--- config.mk ---
export PLATFORM = sky130hd
export DESIGN_NAME = alu_arbiter_flat
export DESIGN_NICKNAME = d
export VERILOG_FILES = /design/src/rtl/alu_arbiter_pkg.sv /design/src/rtl/alu_arbiter_if.sv /design/src/rtl/alu_arbiter_alu.sv /design/src/rtl/alu_arbiter.sv /design/src/flat_wrapper.sv
export SDC_FILE = /design/constraint.sdc
export NUM_CORES = 1
export LEC_CHECK = 0
export ABC_AREA = 1
export CELL_PAD_IN_SITES_DETAIL_PLACEMENT = 1
export CELL_PAD_IN_SITES_GLOBAL_PLACEMENT = 1
export CORE_MARGIN = 3
export CORE_UTILIZATION = 34
export CTS_BUF_LIST = sky130_fd_sc_hd__clkbuf_8
export DETAILED_ROUTE_END_ITERATION = 10
export GPL_ROUTABILITY_DRIVEN = 0
export PLACE_DENSITY_LB_ADDON = 0.1
export SETUP_SLACK_MARGIN = 0.3
export SLEW_MARGIN = 20
export SYNTH_ARGS = -nofsm -noshare
export SYNTH_HDL_FRONTEND = slang
export SYNTH_HIERARCHICAL = 1
export SYNTH_SLANG_ARGS = --single-unit
--- constraint.sdc ---
create_clock -name clk -period 1.92 [get_ports clk]
set_clock_uncertainty 0.2 [all_clocks]
set_input_delay 0.576 -clock clk [delete_from_list [all_inputs] [get_ports clk]]
set_output_delay 0.576 -clock clk [all_outputs]
set_load 0.05 [all_outputs]
--- src/rtl/alu_arbiter_pkg.sv ---
// Shared definitions for the ALU arbiter slice: opcodes, compare threshold,
// FSM state encoding and the latched operation payload.
package alu_pkg;

    localparam int unsigned DATA_W = 16;
    localparam int unsigned OP_W   = 3;
    localparam int unsigned ID_W   = 2;

    localparam logic [OP_W-1:0] OP_ADD     = 3'd0;
    localparam logic [OP_W-1:0] OP_SUB     = 3'd1;
    localparam logic [OP_W-1:0] OP_AND     = 3'd2;
    localparam logic [OP_W-1:0] OP_XOR     = 3'd3;
    localparam logic [OP_W-1:0] OP_GE      = 3'd4;
    localparam logic [OP_W-1:0] OP_HILO_EQ = 3'd5;
    localparam logic [OP_W-1:0] OP_LOHI_EQ = 3'd6;
    localparam logic [OP_W-1:0] OP_UNDEF   = 3'd7;

    localparam logic [DATA_W-1:0] GE_THRESHOLD = 16'd144;

    typedef enum logic [1:0] {
        ST_IDLE = 2'd0,
        ST_EXEC = 2'd1,
        ST_RESP = 2'd2
    } state_t;

    // One ALU operation as presented by a requester and held while in flight.
    typedef struct packed {
        logic [OP_W-1:0]   op;
        logic [DATA_W-1:0] a;
        logic [DATA_W-1:0] b;
    } alu_req_t;

endpackage

--- src/rtl/alu_arbiter_if.sv ---
// Requester-side bus of the ALU arbiter.
//   req         per-requester request level, held until its done pulse
//   op_bus      3-bit opcode per requester, requester i at [3i+2:3i]
//   a_bus/b_bus 16-bit operands per requester, requester i at [16i+15:16i]
//   done        one-hot completion pulse
//   grant_id    current or last granted requester
//   result/result_zero/op_err  registered outcome of the last operation
//   busy        operation in flight
interface alu_arbiter_if #(
    parameter int unsigned N_REQ = 2
);
    logic [N_REQ-1:0]    req;
    logic [3*N_REQ-1:0]  op_bus;
    logic [16*N_REQ-1:0] a_bus;
    logic [16*N_REQ-1:0] b_bus;
    logic [N_REQ-1:0]    done;
    logic [1:0]          grant_id;
    logic [15:0]         result;
    logic                result_zero;
    logic                op_err;
    logic                busy;

    modport master (
        output req, op_bus, a_bus, b_bus,
        input  done, grant_id, result, result_zero, op_err, busy
    );

    modport slave (
        input  req, op_bus, a_bus, b_bus,
        output done, grant_id, result, result_zero, op_err, busy
    );
endinterface

--- src/rtl/alu_arbiter_alu.sv ---
// Combinational 16-bit ALU shared by all requesters.
//   op, a, b  latched operation
//   out_c     ALU result
//   zero_c    zero flag (SUB: result is zero; compare ops: result bit 0)
module alu_arbiter_alu
    import alu_pkg::*;
(
    input  logic [OP_W-1:0]   op,
    input  logic [DATA_W-1:0] a,
    input  logic [DATA_W-1:0] b,
    output logic [DATA_W-1:0] out_c,
    output logic              zero_c
);

    always_comb begin
        out_c  = '0;
        zero_c = 1'b0;
        case (op)
            OP_ADD: out_c = a + b;
            OP_SUB: begin
                out_c  = a - b;
                // a - b wraps to zero exactly when the operands are equal
                zero_c = (a == b);
            end
            OP_AND: out_c = a & b;
            OP_XOR: out_c = a ^ b;
            OP_GE: begin
                out_c  = DATA_W'(a >= GE_THRESHOLD);
                zero_c = (a >= GE_THRESHOLD);
            end
            OP_HILO_EQ: begin
                out_c  = DATA_W'(a[15:8] == b[7:0]);
                zero_c = (a[15:8] == b[7:0]);
            end
            OP_LOHI_EQ: begin
                out_c  = DATA_W'(a[7:0] == b[15:8]);
                zero_c = (a[7:0] == b[15:8]);
            end
            default: begin
                out_c  = '0;
                zero_c = 1'b0;
            end
        endcase
    end

endmodule

--- src/rtl/alu_arbiter.sv ---
// Round-robin arbiter sharing one ALU between N_REQ requesters.
//   clk    rising-edge clock
//   reset  synchronous active-high reset
//   bus    requester bus (slave side): req/op/a/b in; done, grant_id,
//          result, result_zero, op_err, busy out (all registered)
// Each grant runs IDLE -> EXEC -> RESP: operands latched at the grant edge,
// result captured at the EXEC edge, done pulses during RESP.
module alu_arbiter
    import alu_pkg::*;
#(
    parameter int unsigned N_REQ = 2
) (
    input  logic         clk,
    input  logic         reset,
    alu_arbiter_if.slave bus
);

    if (N_REQ < 2 || N_REQ > 4) begin : g_bad_n_req
        $error("alu_arbiter: N_REQ must be in 2..4");
    end

    state_t            state_q, state_d;
    alu_req_t          lat_q, lat_d;
    logic [ID_W-1:0]   grant_q, grant_d;
    logic [ID_W-1:0]   last_q, last_d;
    logic [DATA_W-1:0] result_q, result_d;
    logic              zero_q, zero_d;
    logic              err_q, err_d;
    logic              busy_q, busy_d;
    logic [N_REQ-1:0]  done_q, done_d;

    alu_req_t          req_arr [N_REQ];
    logic              hi_found_c, lo_found_c, win_found_c;
    logic [ID_W-1:0]   hi_idx_c, lo_idx_c, win_idx_c;
    alu_req_t          hi_pay_c, lo_pay_c, win_pay_c;
    logic [DATA_W-1:0] alu_out_c;
    logic              alu_zero_c;

    // Slice the flat buses into one payload per requester
    for (genvar g = 0; g < N_REQ; g++) begin : g_unpack
        assign req_arr[g] = {bus.op_bus[OP_W*g +: OP_W],
                             bus.a_bus[DATA_W*g +: DATA_W],
                             bus.b_bus[DATA_W*g +: DATA_W]};
    end

    // Round-robin search: the lowest requester above last wins; failing
    // that, the lowest at or below last (the wrapped part of the search).
    always_comb begin
        hi_found_c = 1'b0;
        lo_found_c = 1'b0;
        hi_idx_c   = '0;
        lo_idx_c   = '0;
        hi_pay_c   = '0;
        lo_pay_c   = '0;
        for (int unsigned i = 0; i < N_REQ; i++) begin
            if (bus.req[i] && !hi_found_c && (i > 32'(last_q))) begin
                hi_found_c = 1'b1;
                hi_idx_c   = ID_W'(i);
                hi_pay_c   = req_arr[i];
            end
            if (bus.req[i] && !lo_found_c && (i <= 32'(last_q))) begin
                lo_found_c = 1'b1;
                lo_idx_c   = ID_W'(i);
                lo_pay_c   = req_arr[i];
            end
        end
        win_found_c = hi_found_c | lo_found_c;
        win_idx_c   = hi_found_c ? hi_idx_c : lo_idx_c;
        win_pay_c   = hi_found_c ? hi_pay_c : lo_pay_c;
    end

    // The ALU only ever sees the latched operation
    alu_arbiter_alu alu_core (
        .op     (lat_q.op),
        .a      (lat_q.a),
        .b      (lat_q.b),
        .out_c  (alu_out_c),
        .zero_c (alu_zero_c)
    );

    // Next-state and registered-output logic
    always_comb begin
        state_d  = state_q;
        lat_d    = lat_q;
        grant_d  = grant_q;
        last_d   = last_q;
        result_d = result_q;
        zero_d   = zero_q;
        err_d    = err_q;
        busy_d   = busy_q;
        done_d   = '0;

        case (state_q)
            ST_IDLE: begin
                if (win_found_c) begin
                    lat_d   = win_pay_c;
                    grant_d = win_idx_c;
                    last_d  = win_idx_c;
                    busy_d  = 1'b1;
                    state_d = ST_EXEC;
                end
            end
            ST_EXEC: begin
                result_d = alu_out_c;
                zero_d   = alu_zero_c;
                err_d    = (lat_q.op == OP_UNDEF);
                done_d   = N_REQ'(1) << grant_q;
                state_d  = ST_RESP;
            end
            ST_RESP: begin
                busy_d  = 1'b0;
                state_d = ST_IDLE;
            end
            default: begin
                busy_d  = 1'b0;
                state_d = ST_IDLE;
            end
        endcase
    end

    // State and output registers
    always_ff @(posedge clk) begin
        if (reset) begin
            state_q  <= ST_IDLE;
            lat_q    <= '0;
            grant_q  <= '0;
            last_q   <= ID_W'(N_REQ - 1);
            result_q <= '0;
            zero_q   <= 1'b0;
            err_q    <= 1'b0;
            busy_q   <= 1'b0;
            done_q   <= '0;
        end else begin
            state_q  <= state_d;
            lat_q    <= lat_d;
            grant_q  <= grant_d;
            last_q   <= last_d;
            result_q <= result_d;
            zero_q   <= zero_d;
            err_q    <= err_d;
            busy_q   <= busy_d;
            done_q   <= done_d;
        end
    end

    assign bus.done        = done_q;
    assign bus.grant_id    = grant_q;
    assign bus.result      = result_q;
    assign bus.result_zero = zero_q;
    assign bus.op_err      = err_q;
    assign bus.busy        = busy_q;

endmodule

--- src/flat_wrapper.sv ---
// flat-port wrapper written by rule: the top's interface ports become plain ports
module alu_arbiter_flat import alu_pkg::*;
#(
    parameter int unsigned N_REQ = 2
)
  (clk, reset, bus_req, bus_op_bus, bus_a_bus, bus_b_bus, bus_done, bus_grant_id, bus_result, bus_result_zero, bus_op_err, bus_busy);
  alu_arbiter_if #(.N_REQ(N_REQ)) bus_i ();
  input  logic clk;
  input  logic reset;
  input wire logic [$bits(bus_i.req)-1:0] bus_req;
  input wire logic [$bits(bus_i.op_bus)-1:0] bus_op_bus;
  input wire logic [$bits(bus_i.a_bus)-1:0] bus_a_bus;
  input wire logic [$bits(bus_i.b_bus)-1:0] bus_b_bus;
  output wire logic [$bits(bus_i.done)-1:0] bus_done;
  output wire logic [$bits(bus_i.grant_id)-1:0] bus_grant_id;
  output wire logic [$bits(bus_i.result)-1:0] bus_result;
  output wire logic [$bits(bus_i.result_zero)-1:0] bus_result_zero;
  output wire logic [$bits(bus_i.op_err)-1:0] bus_op_err;
  output wire logic [$bits(bus_i.busy)-1:0] bus_busy;
  assign bus_i.req = bus_req;
  assign bus_i.op_bus = bus_op_bus;
  assign bus_i.a_bus = bus_a_bus;
  assign bus_i.b_bus = bus_b_bus;
  assign bus_done = bus_i.done;
  assign bus_grant_id = bus_i.grant_id;
  assign bus_result = bus_i.result;
  assign bus_result_zero = bus_i.result_zero;
  assign bus_op_err = bus_i.op_err;
  assign bus_busy = bus_i.busy;
  alu_arbiter #(.N_REQ(N_REQ)) u_core (.clk(clk), .reset(reset), .bus(bus_i));
endmodule
==> metrics.md <==
| Metric | Value |
|---|---|
| First-pass detailed-route iteration total | `5` |
| Total I/O pin count | `97` |
| IO Port Bufs | `95` |
| Area grow syn2layout | `65.43%` |
| Worst setup SP type | `flop` |
| Layout cells sized above 1 | `36.64%` |
| Post-DP HPWL | `18.45 mm` |
| Most frequent cells in the layout | `nand2_1, buf_4, inv_1` |
| WP data arrival | `2.15 ns` |
| Post-synth EDFFs | `0` |
| Commonest non-fill, non-tap cell in the layout | `nand2_1` |
| Flop2flop setup slack | `-0.15 ns` |
| End of the critical path | `u_core/bus.result[10]` |
| Cell count after synthesis | `936` |
| Final period util | `107.7%` |
| DR DRC count | `0` |
| Reg2reg start | `u_core/lat_q[0]` |
| Tot Pwr | `7098 uW` |
| Later-pin clock latency in the skew report | `0.38 ns` |
| Worst-path maximum fanout | `4` |
| Initial core utilization | `35.26%` |
| WS Path Type | `reg -> reg` |
| Layout Nets | `1252` |
| Cell count of the worst reg-to-reg path | `13` |
| Leakage | `0.004527 uW` |
| Area leader, netlist | `dfxtp_1` |
| Vias per cell | `5.161` |
| Yosys top cell area share | `22.08%` |
| FF-to-FF End | `u_core/bus.result[10]` |
| Placement Rows | `45` |
| Syn nets | `1044` |
| Top_reg_cell synth | `dfxtp_1` |
| Fraction of registers with async set/reset | `0%` |
| Vias in the first global route | `7442` |
| Die width | `132.5 um` |
| Synth top area cells | `dfxtp_1, nand2_1, nand3_1` |
| Sequential area share after synthesis | `22.08%` |
| Routed WL | `26.09 mm` |
| Final WS setup | `-0.1482 ns` |
| H-tree lvl count | `3` |
| Status | `finished with violations` |
| P per Cell Area | `788.7 nW/um^2` |
| Mean Syn Cell Area | `5.812 um^2` |
| Clk slew on worst S/H paths | `0.09 ns` |
| WHS | `0.3080 ns` |
| Ant. Diodes | `0` |
| CP Data Required Time | `2.00 ns` |
| Largest net degree at the start of global routing | `57` |
| Max Cap Viol | `0` |
| Vias | `7019` |
| Initial antenna violation count | `0` |
| Synth Cell Area | `5440 um^2` |
| CTS tree | `done` |
| Total track usage | `28.47%` |
| # clock sinks | `60` |
| Fmax achieved | `483.5 MHz` |
| Min-delay worst type | `reg -> reg` |
| Netlist cell types | `44` |
| Unrepaired setup endpoints after global routing | `yes` |
| First-pass GRT wire length | `39.49 mm` |
| Violated checks | `negative setup slack` |
| Utilization after layout | `58.34%` |
| Final ANT Viol Nets | `0` |
| WL per Instance | `19.18 um` |
| Syn. warnings | `6` |
| Die area | `17550 um^2` |
| Fill cells | `1995` |
| CP Launch Point | `u_core/lat_q[0]` |
| # setup viols final | `15` |
| Clock tree buffer depth | `2` |
| Crit end category | `flop` |
| Number of buffers created by CTS | `9` |
| Gr ovfl total | `0` |
| Max Transition Viols Final | `0` |
| VDD IR max | `0.0005524 V` |
| Core Footprint | `15430 um^2` |
| Hold Fails Final Rpt | `0` |
| Die height | `132.5 um` |
| #FFs+latches synth | `60` |
| Clock tree root driver cell | `clkbuf_8` |
| Final min period | `2.068 ns` |
| Initial drt markers | `414` |
-- cells by family after synthesis --
logic type	count (synthesis)	synth area share, %
buf+inv	188	14.77
xor+xnor	9	1.449
fa+ha+maj	34	8.096
flops	60	22.08
compound gates	83	8.326
other cells	1	0.06893
simple gates	561	45.22
-- sequential cells by signal, summed over array words and instances (netlist names) --
| register | cells |
|---|---|
| u_core/bus.busy | 1 |
| u_core/bus.done | 2 |
| u_core/bus.grant_id | 1 |
| u_core/bus.op_err | 1 |
| u_core/bus.result | 16 |
| u_core/bus.result_zero | 1 |
| u_core/last_q | 1 |
| u_core/lat_q | 35 |
| u_core/state_q | 2 |
-- where the power goes --
part / switching [uW] / internal (uW) / total [uW]
sequential: 167 / 1400 / 1570
clock: 636 / 871 / 1510
combinational: 2210 / 1810 / 4020
-- synthesized netlist by cell type (4+ instances only) --
library cell / number
a21oi_1: 25
buf_2: 17
buf_4: 16
dfxtp_1: 60
ha_1: 32
inv_1: 141
inv_2: 7
nand2_1: 285
nand2_2: 7
nand3_1: 125
nand3b_1: 4
nand4_1: 29
nor2_1: 83
nor2_2: 5
nor3_1: 9
o211ai_1: 4
o21ai_0: 38
o22ai_1: 7
xor2_1: 7
-- how the worst min path moves through the flow --
stage | from | cells past startpoint | slack (ns) | endpoint
4_1_cts | u_core/bus.busy | 2 | 0.31 | u_core/bus.busy
3_3_place_gp | u_core/bus.busy | 2 | 0.31 | u_core/bus.busy
3_5_place_dp | u_core/bus.busy | 2 | 0.32 | u_core/bus.busy
5_1_grt | u_core/bus.busy | 2 | 0.34 | u_core/bus.busy
2_1_floorplan | u_core/lat_q[34] | 2 | 0.32 | u_core/bus.op_err
6_report | u_core/bus.busy | 2 | 0.31 | u_core/bus.busy
-- routing by layer --
metal / wire [um] / up-vias / share of wire, % / global-route usage (%)
li1: - / 3383 / - / -
met1: 11020 / 3379 / 42 / 33.50
met2: 12640 / 187 / 48 / 49.60
met3: 1081 / 70 / 4.1 / 4.525
met4: 1349 / 0 / 5.2 / 15.30
met5: 0 / - / 0 / 0
-- area by class of cell --
class                   count  area [um^2]  area share (%)
clock buffers               9        123.9           1.376
clock inverters             7        121.4           1.349
inverters                 148        568.0           6.312
multi-input cells         688         4110           45.67
flip-flops and latches     60         1285           14.28
well taps                 211        264.0           2.933
repair buffers            237         2527           28.08
-- stage by stage --
stage / area, um^2 / cells / TNS, ns / setup WS, ns
after floorplan: 5665 / 936 / 0 / 0.02340
after global placement: 7873 / 1326 / -8.974 / -0.2816
after detailed placement: 7873 / 1326 / -11.08 / -0.3264
after CTS: 8760 / 1356 / -1.130 / -0.1235
after global routing: 9000 / 1360 / -3.124 / -0.2728
final: 9000 / 1360 / -1.460 / -0.1482
-- worst max-delay path, cell delays in order, from the launching register on --
cell      delay, ns
dfxtp_4        0.40
ha_4           0.14
inv_2          0.03
fa_2           0.32
inv_2          0.09
nand4_1        0.11
nand3_2        0.15
nand2_2        0.07
nand2_1        0.05
nand2_1        0.04
nand3_1        0.06
nand3b_1       0.12
nor2_1         0.12
nor2_1         0.05
-- timing repair --
item	in CTS	in global routing
hold buffers	0	0
cloned	5	1
endpoints found under the setup margin	75	65
buffers inserted	9	3
pin swaps	54	31
gates resized for setup	138	76
No activity file was read; power rests on OpenSTA's default activity.
